## src/rtl/bsg_mesh_traffic_endpoint_if.sv

```systemverilog
// Link between a mesh traffic endpoint and the P port of a bsg_mesh_router.
// The master side belongs to the endpoint and the slave side to the router.
// Packets use the format {payload, dest_y, dest_x}, with dest_x in the LSBs.
interface bsg_mesh_traffic_endpoint_if #(
    parameter int unsigned x_cord_width_p = 2,
    parameter int unsigned y_cord_width_p = 2,
    parameter int unsigned data_width_p   = 4
);
    localparam int unsigned packet_width_lp = data_width_p + y_cord_width_p + x_cord_width_p;

    // tx toward router P input
    logic                       v_o;
    logic [packet_width_lp-1:0] data_o;
    logic                       ready_and_i;

    // rx from router P output
    logic                       v_i;
    logic [packet_width_lp-1:0] data_i;
    logic                       yumi_o;
    logic                       rx_stall_i;

    modport master (
        output v_o, data_o, yumi_o,
        input  ready_and_i, v_i, data_i, rx_stall_i
    );

    modport slave (
        input  v_o, data_o, yumi_o,
        output ready_and_i, v_i, data_i, rx_stall_i
    );
endinterface

```

## src/rtl/bsg_mesh_traffic_endpoint.sv

```systemverilog
// Mesh traffic source/sink for a router P port.
// The tx side sends a burst of packets that sweeps every mesh destination in
// raster order. The rx side consumes arriving packets, counts them, XORs
// their payloads and flags any packet not addressed to this tile.
// When BSG_MESH_ENDPOINT_SKIP_SELF_EN is defined, the sweep skips this
// tile's own coordinates.
module bsg_mesh_traffic_endpoint #(
    parameter int unsigned x_cord_width_p = 2,
    parameter int unsigned y_cord_width_p = 2,
    parameter int unsigned data_width_p   = 4,
    parameter int unsigned x_dim_p        = 4,
    parameter int unsigned y_dim_p        = 4,
    parameter int unsigned num_packets_p  = 16,
    parameter int unsigned count_width_p  = 16
) (
    input  logic                      clk_i,
    input  logic                      reset_n_i,
    input  logic [x_cord_width_p-1:0] my_x_i,
    input  logic [y_cord_width_p-1:0] my_y_i,
    input  logic                      start_i,
    bsg_mesh_traffic_endpoint_if.master link,
    output logic                      busy_o,
    output logic                      done_o,
    output logic [count_width_p-1:0]  sent_count_o,
    output logic [count_width_p-1:0]  recv_count_o,
    output logic [data_width_p-1:0]   checksum_o,
    output logic                      err_o
);
    localparam int unsigned xw_lp     = x_cord_width_p;
    localparam int unsigned yw_lp     = y_cord_width_p;
    localparam int unsigned cord_w_lp = xw_lp + yw_lp;
    localparam int unsigned dw_lp     = data_width_p;
    localparam int unsigned pkt_w_lp  = dw_lp + cord_w_lp;
    localparam int unsigned cw_lp     = count_width_p;

    localparam logic [xw_lp-1:0] x_last_lp   = xw_lp'(x_dim_p - 1);
    localparam logic [yw_lp-1:0] y_last_lp   = yw_lp'(y_dim_p - 1);
    localparam logic [cw_lp-1:0] last_cnt_lp = cw_lp'(num_packets_p - 1);

    typedef enum logic [1:0] {
        s_idle = 2'd0,
        s_send = 2'd1,
        s_done = 2'd2
    } state_e;

    state_e                 state_r, state_n;
    logic [cord_w_lp-1:0]   ptr_r, ptr_n;
    logic [cw_lp-1:0]       sent_r, sent_n;
    logic                   v_r, busy_r, done_r;
    logic [cw_lp-1:0]       recv_r;
    logic [dw_lp-1:0]       chk_r;
    logic                   err_r;

    logic                   hs;
    logic                   yumi;
    logic [cord_w_lp-1:0]   self_cord;
    logic [cord_w_lp-1:0]   first_cord;
    logic [cord_w_lp-1:0]   next_cord;
    logic [dw_lp-1:0]       rx_payload;
    logic [cord_w_lp-1:0]   rx_dest;

    // Advance a {y,x} pointer one step in raster order, wrapping at the mesh size.
    function automatic logic [cord_w_lp-1:0] step_f(input logic [cord_w_lp-1:0] c);
        logic [xw_lp-1:0] x;
        logic [yw_lp-1:0] y;
        x = c[xw_lp-1:0];
        y = c[cord_w_lp-1:xw_lp];
        if (x == x_last_lp) begin
            x = '0;
            y = (y == y_last_lp) ? '0 : y + 1'b1;
        end else begin
            x = x + 1'b1;
        end
        return {y, x};
    endfunction

    assign self_cord = {my_y_i, my_x_i};

`ifdef BSG_MESH_ENDPOINT_SKIP_SELF_EN
    // Our own tile is never a destination. Because the mesh has at least two
    // tiles, one extra step always reaches a tile that is not ours.
    assign first_cord = (self_cord == '0) ? step_f('0) : '0;
    assign next_cord  = (step_f(ptr_r) == self_cord) ? step_f(step_f(ptr_r)) : step_f(ptr_r);
`else
    // Every tile in the sweep is a destination, including our own.
    assign first_cord = '0;
    assign next_cord  = step_f(ptr_r);
`endif

    assign hs          = v_r & link.ready_and_i;
    assign link.v_o    = v_r;
    assign link.data_o = pkt_w_lp'({sent_r[dw_lp-1:0], ptr_r});

    // Consume rx packets whenever they arrive unless stalled; hold off during reset.
    assign yumi        = reset_n_i & link.v_i & ~link.rx_stall_i;
    assign link.yumi_o = yumi;
    assign rx_payload  = link.data_i[pkt_w_lp-1:cord_w_lp];
    assign rx_dest     = link.data_i[cord_w_lp-1:0];

    assign busy_o       = busy_r;
    assign done_o       = done_r;
    assign sent_count_o = sent_r;
    assign recv_count_o = recv_r;
    assign checksum_o   = chk_r;
    assign err_o        = err_r;

    // Burst sequencing: next state, sweep pointer and sent count.
    always_comb begin
        state_n = state_r;
        ptr_n   = ptr_r;
        sent_n  = sent_r;
        unique case (state_r)
            s_idle, s_done: begin
                if (start_i) begin
                    state_n = s_send;
                    ptr_n   = first_cord;
                    sent_n  = '0;
                end
            end
            s_send: begin
                if (hs) begin
                    ptr_n = next_cord;
                    if (sent_r != '1) sent_n = sent_r + 1'b1;
                    if (sent_r == last_cnt_lp) state_n = s_done;
                end
            end
            default: state_n = s_idle;
        endcase
    end

    // Tx state register. The status outputs are registered from the next state.
    always_ff @(posedge clk_i or negedge reset_n_i) begin
        if (!reset_n_i) begin
            state_r <= s_idle;
            ptr_r   <= '0;
            sent_r  <= '0;
            v_r     <= 1'b0;
            busy_r  <= 1'b0;
            done_r  <= 1'b0;
        end else begin
            state_r <= state_n;
            ptr_r   <= ptr_n;
            sent_r  <= sent_n;
            v_r     <= (state_n == s_send);
            busy_r  <= (state_n == s_send);
            done_r  <= (state_n == s_done);
        end
    end

    // Rx bookkeeping: saturating receive count, payload XOR and sticky misroute flag.
    always_ff @(posedge clk_i or negedge reset_n_i) begin
        if (!reset_n_i) begin
            recv_r <= '0;
            chk_r  <= '0;
            err_r  <= 1'b0;
        end else if (yumi) begin
            if (recv_r != '1) recv_r <= recv_r + 1'b1;
            chk_r <= chk_r ^ rx_payload;
            if (rx_dest != self_cord) err_r <= 1'b1;
        end
    end
endmodule

```

## src/flat_wrapper.sv

```systemverilog
// flat-port wrapper written by rule: the top's interface ports become plain ports
module bsg_mesh_traffic_endpoint_flat 
#(
    parameter int unsigned x_cord_width_p = 2,
    parameter int unsigned y_cord_width_p = 2,
    parameter int unsigned data_width_p   = 4,
    parameter int unsigned x_dim_p        = 4,
    parameter int unsigned y_dim_p        = 4,
    parameter int unsigned num_packets_p  = 16,
    parameter int unsigned count_width_p  = 16
)
  (clk_i, reset_n_i, my_x_i, my_y_i, start_i, busy_o, done_o, sent_count_o, recv_count_o, checksum_o, err_o, link_v_o, link_data_o, link_yumi_o, link_ready_and_i, link_v_i, link_data_i, link_rx_stall_i);
  bsg_mesh_traffic_endpoint_if #(.x_cord_width_p(x_cord_width_p), .y_cord_width_p(y_cord_width_p), .data_width_p(data_width_p)) link_i ();
  input  logic clk_i;
  input  logic reset_n_i;
  input  logic [x_cord_width_p-1:0] my_x_i;
  input  logic [y_cord_width_p-1:0] my_y_i;
  input  logic start_i;
  output logic busy_o;
  output logic done_o;
  output logic [count_width_p-1:0] sent_count_o;
  output logic [count_width_p-1:0] recv_count_o;
  output logic [data_width_p-1:0] checksum_o;
  output logic err_o;
  output wire logic [$bits(link_i.v_o)-1:0] link_v_o;
  output wire logic [$bits(link_i.data_o)-1:0] link_data_o;
  output wire logic [$bits(link_i.yumi_o)-1:0] link_yumi_o;
  input wire logic [$bits(link_i.ready_and_i)-1:0] link_ready_and_i;
  input wire logic [$bits(link_i.v_i)-1:0] link_v_i;
  input wire logic [$bits(link_i.data_i)-1:0] link_data_i;
  input wire logic [$bits(link_i.rx_stall_i)-1:0] link_rx_stall_i;
  assign link_v_o = link_i.v_o;
  assign link_data_o = link_i.data_o;
  assign link_yumi_o = link_i.yumi_o;
  assign link_i.ready_and_i = link_ready_and_i;
  assign link_i.v_i = link_v_i;
  assign link_i.data_i = link_data_i;
  assign link_i.rx_stall_i = link_rx_stall_i;
  bsg_mesh_traffic_endpoint #(.x_cord_width_p(x_cord_width_p), .y_cord_width_p(y_cord_width_p), .data_width_p(data_width_p), .x_dim_p(x_dim_p), .y_dim_p(y_dim_p), .num_packets_p(num_packets_p), .count_width_p(count_width_p)) u_core (.clk_i(clk_i), .reset_n_i(reset_n_i), .my_x_i(my_x_i), .my_y_i(my_y_i), .start_i(start_i), .link(link_i), .busy_o(busy_o), .done_o(done_o), .sent_count_o(sent_count_o), .recv_count_o(recv_count_o), .checksum_o(checksum_o), .err_o(err_o));
endmodule
```

## config.mk

```make
export PLATFORM = sky130hd
export DESIGN_NAME = bsg_mesh_traffic_endpoint_flat
export DESIGN_NICKNAME = d
export VERILOG_FILES = /design/src/rtl/bsg_mesh_traffic_endpoint_if.sv /design/src/rtl/bsg_mesh_traffic_endpoint.sv /design/src/flat_wrapper.sv
export SDC_FILE = /design/constraint.sdc
export NUM_CORES = 1
export LEC_CHECK = 0
export CAP_MARGIN = 15
export CORE_MARGIN = 2
export CORE_UTILIZATION = 45
export CTS_CLUSTER_DIAMETER = 150
export CTS_CLUSTER_SIZE = 14
export DETAILED_ROUTE_END_ITERATION = 10
export PLACE_DENSITY = 0.76
export SLEW_MARGIN = 20
export SYNTH_ARGS = -nofsm -noshare
export SYNTH_HDL_FRONTEND = slang
export SYNTH_SLANG_ARGS = --single-unit
export TNS_END_PERCENT = 50
```

## constraint.sdc

```tcl
create_clock -name clk_i -period 2.1 [get_ports clk_i]
set_input_delay 0.315 -clock clk_i [delete_from_list [all_inputs] [get_ports clk_i]]
set_output_delay 0.315 -clock clk_i [all_outputs]
set_load 0.03 [all_outputs]
```

==> reports/qor_table.md <==
| Group | Item | Value |
| --- | --- | --- |
| die | Die extent in y | 75.7 um |
| placed design | Final Wtd Congestion | 0.910 |
| global routing | Wire length of the first global-routing pass | 8990 um |
| cts | Buffer cell driving the clock tree root | clkbuf_8 |
| power and ir drop | Portion of total power attributed to the clock network | 19.5% |
| cells and area | Fraction of layout instances using a drive strength above 1 | 9.42% |
| detailed routing | Via count of the routed design | 2043 |
| die | Number of top-level pins | 67 |
| critical path | Cell family with the largest share of critical-path delay | buffers and inverters |
| timing | Setup repair after global routing missed its margin | no |
| cells and area | Multi-input logic area | 1110 um^2 |
| critical path | Element type at the critical path start | register |
| logic synthesis | Leading cell types by total area after synthesis | dfrtp_1 49%, xnor2_1 5.7%, o21ai_0 4.5% |
| power and ir drop | Total power divided by cell area | 1110 nW/um^2 |
| global routing | Pin count of the biggest net entering global routing | 46 |
| placed design | Buffers added on ports | 66 |
| critical path | Critical path cell sequence | clkdlybuf4s50_1 |
| logic synthesis | Number of storage elements in the synthesis netlist | 45 |
| timing | Setup violators final | 0 |
| detailed routing | Sum of routed wire length over all layers | 5330 um |
| cts | Bufs on Longest Clock Path | 2 |
| critical path | Critical Setup Path Class | reg2out |
| critical path | Maximum fanout along the worst path | 10 |
| run status | Run status | completed |
| cells and area | Storage element area | 1130 um^2 |
| placed design | Final HPWL DP | 3800 um |
| critical path | Crit end category | output pin |
| power and ir drop | Part of the total power dissipated in combinational logic | 44.5% |
| detailed routing | Detailed-route wire length per cell | 14.1 um |
| cts | CTS tree | done |
| power and ir drop | Reported leakage power | 0.00131 uW |
| logic synthesis | Number of warning messages in the yosys log | 0 |
| timing | Final-layout worst hold slack | 0.160 ns |
| power and ir drop | Final Total Pwr | 3520 uW |
| cts | Clock slew at the register clock pins of the worst setup and hold paths | 0.08 ns |
| global routing | Antenna violations before repair | 0 |
| global routing | All-Layer GR Usage | 20.7% |
| power and ir drop | Switching share of power | 39.7% |
| logic synthesis | EDFF count, synth | 0 |
| cts | Htree depth | 2 |
| timing | Headroom to the max-slew limit | 62.1% |
| cts | CTS Buf Count | 5 |
| detailed routing | Residual DRC count | 0 |
| power and ir drop | Worst supply voltage drop on vdd | 748 uV |
| power and ir drop | Switch Pwr | 1400 uW |
| detailed routing | DRT antenna net count | 0 |
| flow run | Number of max-cap violations | 0 |
| logic synthesis | Post-synthesis async set-or-reset flop share | 100% |
| logic synthesis | Unique masters post-synth | 43 |
| die | Full die area | 5730 um^2 |
| cts | Hold bufs inserted after CTS | 0 |
| logic synthesis | Syn_nets | 257 |
| logic synthesis | Most frequent cell after synthesis | dfrtp_1 |
| die | Width of the chip | 75.7 um |
| timing | Time the worst path needs with I/O delays and setup | 1.87 ns |
| critical path | Required time worst endpoint | 1.78 ns |
| logic synthesis | Syn_area_per_cell | 9.84 um^2 |
| critical path | Critical path's slowest cell | clkdlybuf4s50_1 |
| die | Site row count | 26 |
| timing | Clock tree skew after final layout | 0.00209 ns |
| cells and area | Number of antenna repair diodes | 0 |
| timing | Final max-slew violation count | 0 |
| detailed routing | DRC marker count from the first detailed-route iteration | 169 |
| logic synthesis | Fraction of synthesized cell area taken by the top area cell type | 48.7% |
| logic synthesis | Most common library cells after synthesis | 45 x dfrtp_1, 25 x nand2_1, 21 x o21ai_0 |
| cells and area | Net count reported at finish | 329 |
| global routing | GRT Residual Overflow | 0 |
| cts | Post-CTS Setup Bufs | 0 |
| logic synthesis | Post-synthesis sequential area ratio | 48.7% |
| cells and area | Filler cell count | 441 |
| detailed routing | Vias per cell | 5.40 |
| critical path | Largest incremental delay on the critical path | 0.73 ns |
| logic synthesis | Area leader, netlist | dfrtp_1 |
| global routing | Via count of the first global-routing pass | 1909 |
| timing | Maximum clock rate | 536 MHz |
| power and ir drop | Proportion of power drawn by flip-flops and latches | 36.0% |
| logic synthesis | Ys flop type | dfrtp_1 |
| critical path | Data arrival time at the worst-slack endpoint | 1.55 ns |
| die | Initial Util | 45.9% |
| cts | Insertion delay of the later-clocked pin in the worst-skew pair | 0.30 ns |
| critical path | Number of buffer and inverter stages on the critical path | 1 |
| hold path | Path class of the lowest-slack min-delay path | in2async |
| cts | CTS Sinks | 45 |
| timing | Final-report hold violation count | 0 |
| die | Placeable core region | 5040 um^2 |
| cells and area | Area Overhead vs Synth | 37.0% |
| power and ir drop | Design internal power | 2120 uW |
| detailed routing | Total iterations of the first detailed-routing run | 4 |
| logic synthesis | Post-synthesis cell count | 235 |
| logic synthesis | Mapped Area | 2310 um^2 |
| cts | Number of resized instances in the post-cts repair step | 0 |
| timing | Final cycle utilization of the critical path | 88.9% |
| timing | Final TNS setup | 0 ns |
| timing | Slew at the pin closest to its max-slew limit | 0.569 ns |
registers in the layout (all words and copies together), names as in the netlist:
signal	flops
u_core.recv_count_o	16
u_core.link.v_o	1
u_core.err_o	1
u_core.state_r	2
u_core.sent_count_o	16
u_core.ptr_r	4
u_core.done_o	1
u_core.checksum_o	4
cells in the final DEF (no fill, tap or decap), types with 6 or more instances in the layout:
| master | Yosys | routed |
|---|---|---|
| a21oi_1 | 11 | 11 |
| buf_4 | 5 | 9 |
| clkbuf_8 | 0 | 6 |
| clkdlybuf4s50_1 | 0 | 64 |
| dfrtp_1 | 45 | 45 |
| nand2_1 | 25 | 25 |
| nand2b_1 | 6 | 6 |
| nand3_1 | 11 | 11 |
| nand4_1 | 14 | 14 |
| nor2_1 | 18 | 18 |
| o21ai_0 | 21 | 21 |
| xnor2_1 | 15 | 15 |
area by class of cell:
class,count,share of cell area [%]
Sequential cell,45,35.6
Multi-Input combinational cell,177,35.0
Timing Repair Buffer,74,22.5
Tap cell,70,2.77
Clock buffer,7,2.73
Clock inverter,1,0.948
Inverter,4,0.474
layer usage:
metal	GRT usage [%]	part of all wire [%]	wire length, um
met1	26.7	42	2220
met2	34.7	50	2670
met3	3.97	6.3	338
met4	7.99	2.0	108
met5	0	0	0
power by group through the flow:
stage	clock (uW)	combinational, uW	sequential, uW
2_1_floorplan	0	613	1630
3_3_place_gp	0	1550	1280
3_5_place_dp	0	1570	1280
4_1_cts	698	1580	1270
5_1_grt	724	1700	1310
6_report	686	1570	1270
through the flow:
step	setup WS [ns]	cells	instance area (um^2)	util [%]
after floorplan	0.214	235	2310	-
after global placement	0.210	370	3050	60.5
after detailed placement	0.180	370	3050	60.5
after CTS	0.226	378	3170	62.8
after global routing	0.0602	378	3170	62.8
final	0.233	378	3170	62.8
path summary, 6_finish.rpt:
check | startpoint | cells after the start | end | slack [ns]
max | u_core.sent_count_o[5]$_DFFE_PN0P_ | 1 | sent_count_o[5] | 0.23
min | reset_n_i | 2 | u_core.sent_count_o[6]$_DFFE_PN0P_ | 0.16
max reg2reg | u_core.sent_count_o[0]$_DFFE_PN0P_ | 6 | u_core.sent_count_o[10]$_DFFE_PN0P_ | 0.23
min reg2reg | u_core.err_o$_DFFE_PN0P_ | 1 | u_core.err_o$_DFFE_PN0P_ | 0.46
max in group asynchronous | reset_n_i | 2 | u_core.recv_count_o[10]$_DFFE_PN0P_ | 1.55
min in group clk_i | u_core.err_o$_DFFE_PN0P_ | 1 | u_core.err_o$_DFFE_PN0P_ | 0.46
kinds of logic after synthesis:
family | share of synthesized area, %
simple gates | 23.4
flops | 48.7
compound gates | 11.2
xor+xnor | 6.82
buf+inv | 3.35
mux | 4.38
fa+ha+maj | 2.16
No activity file was read; power rests on OpenSTA's default activity.
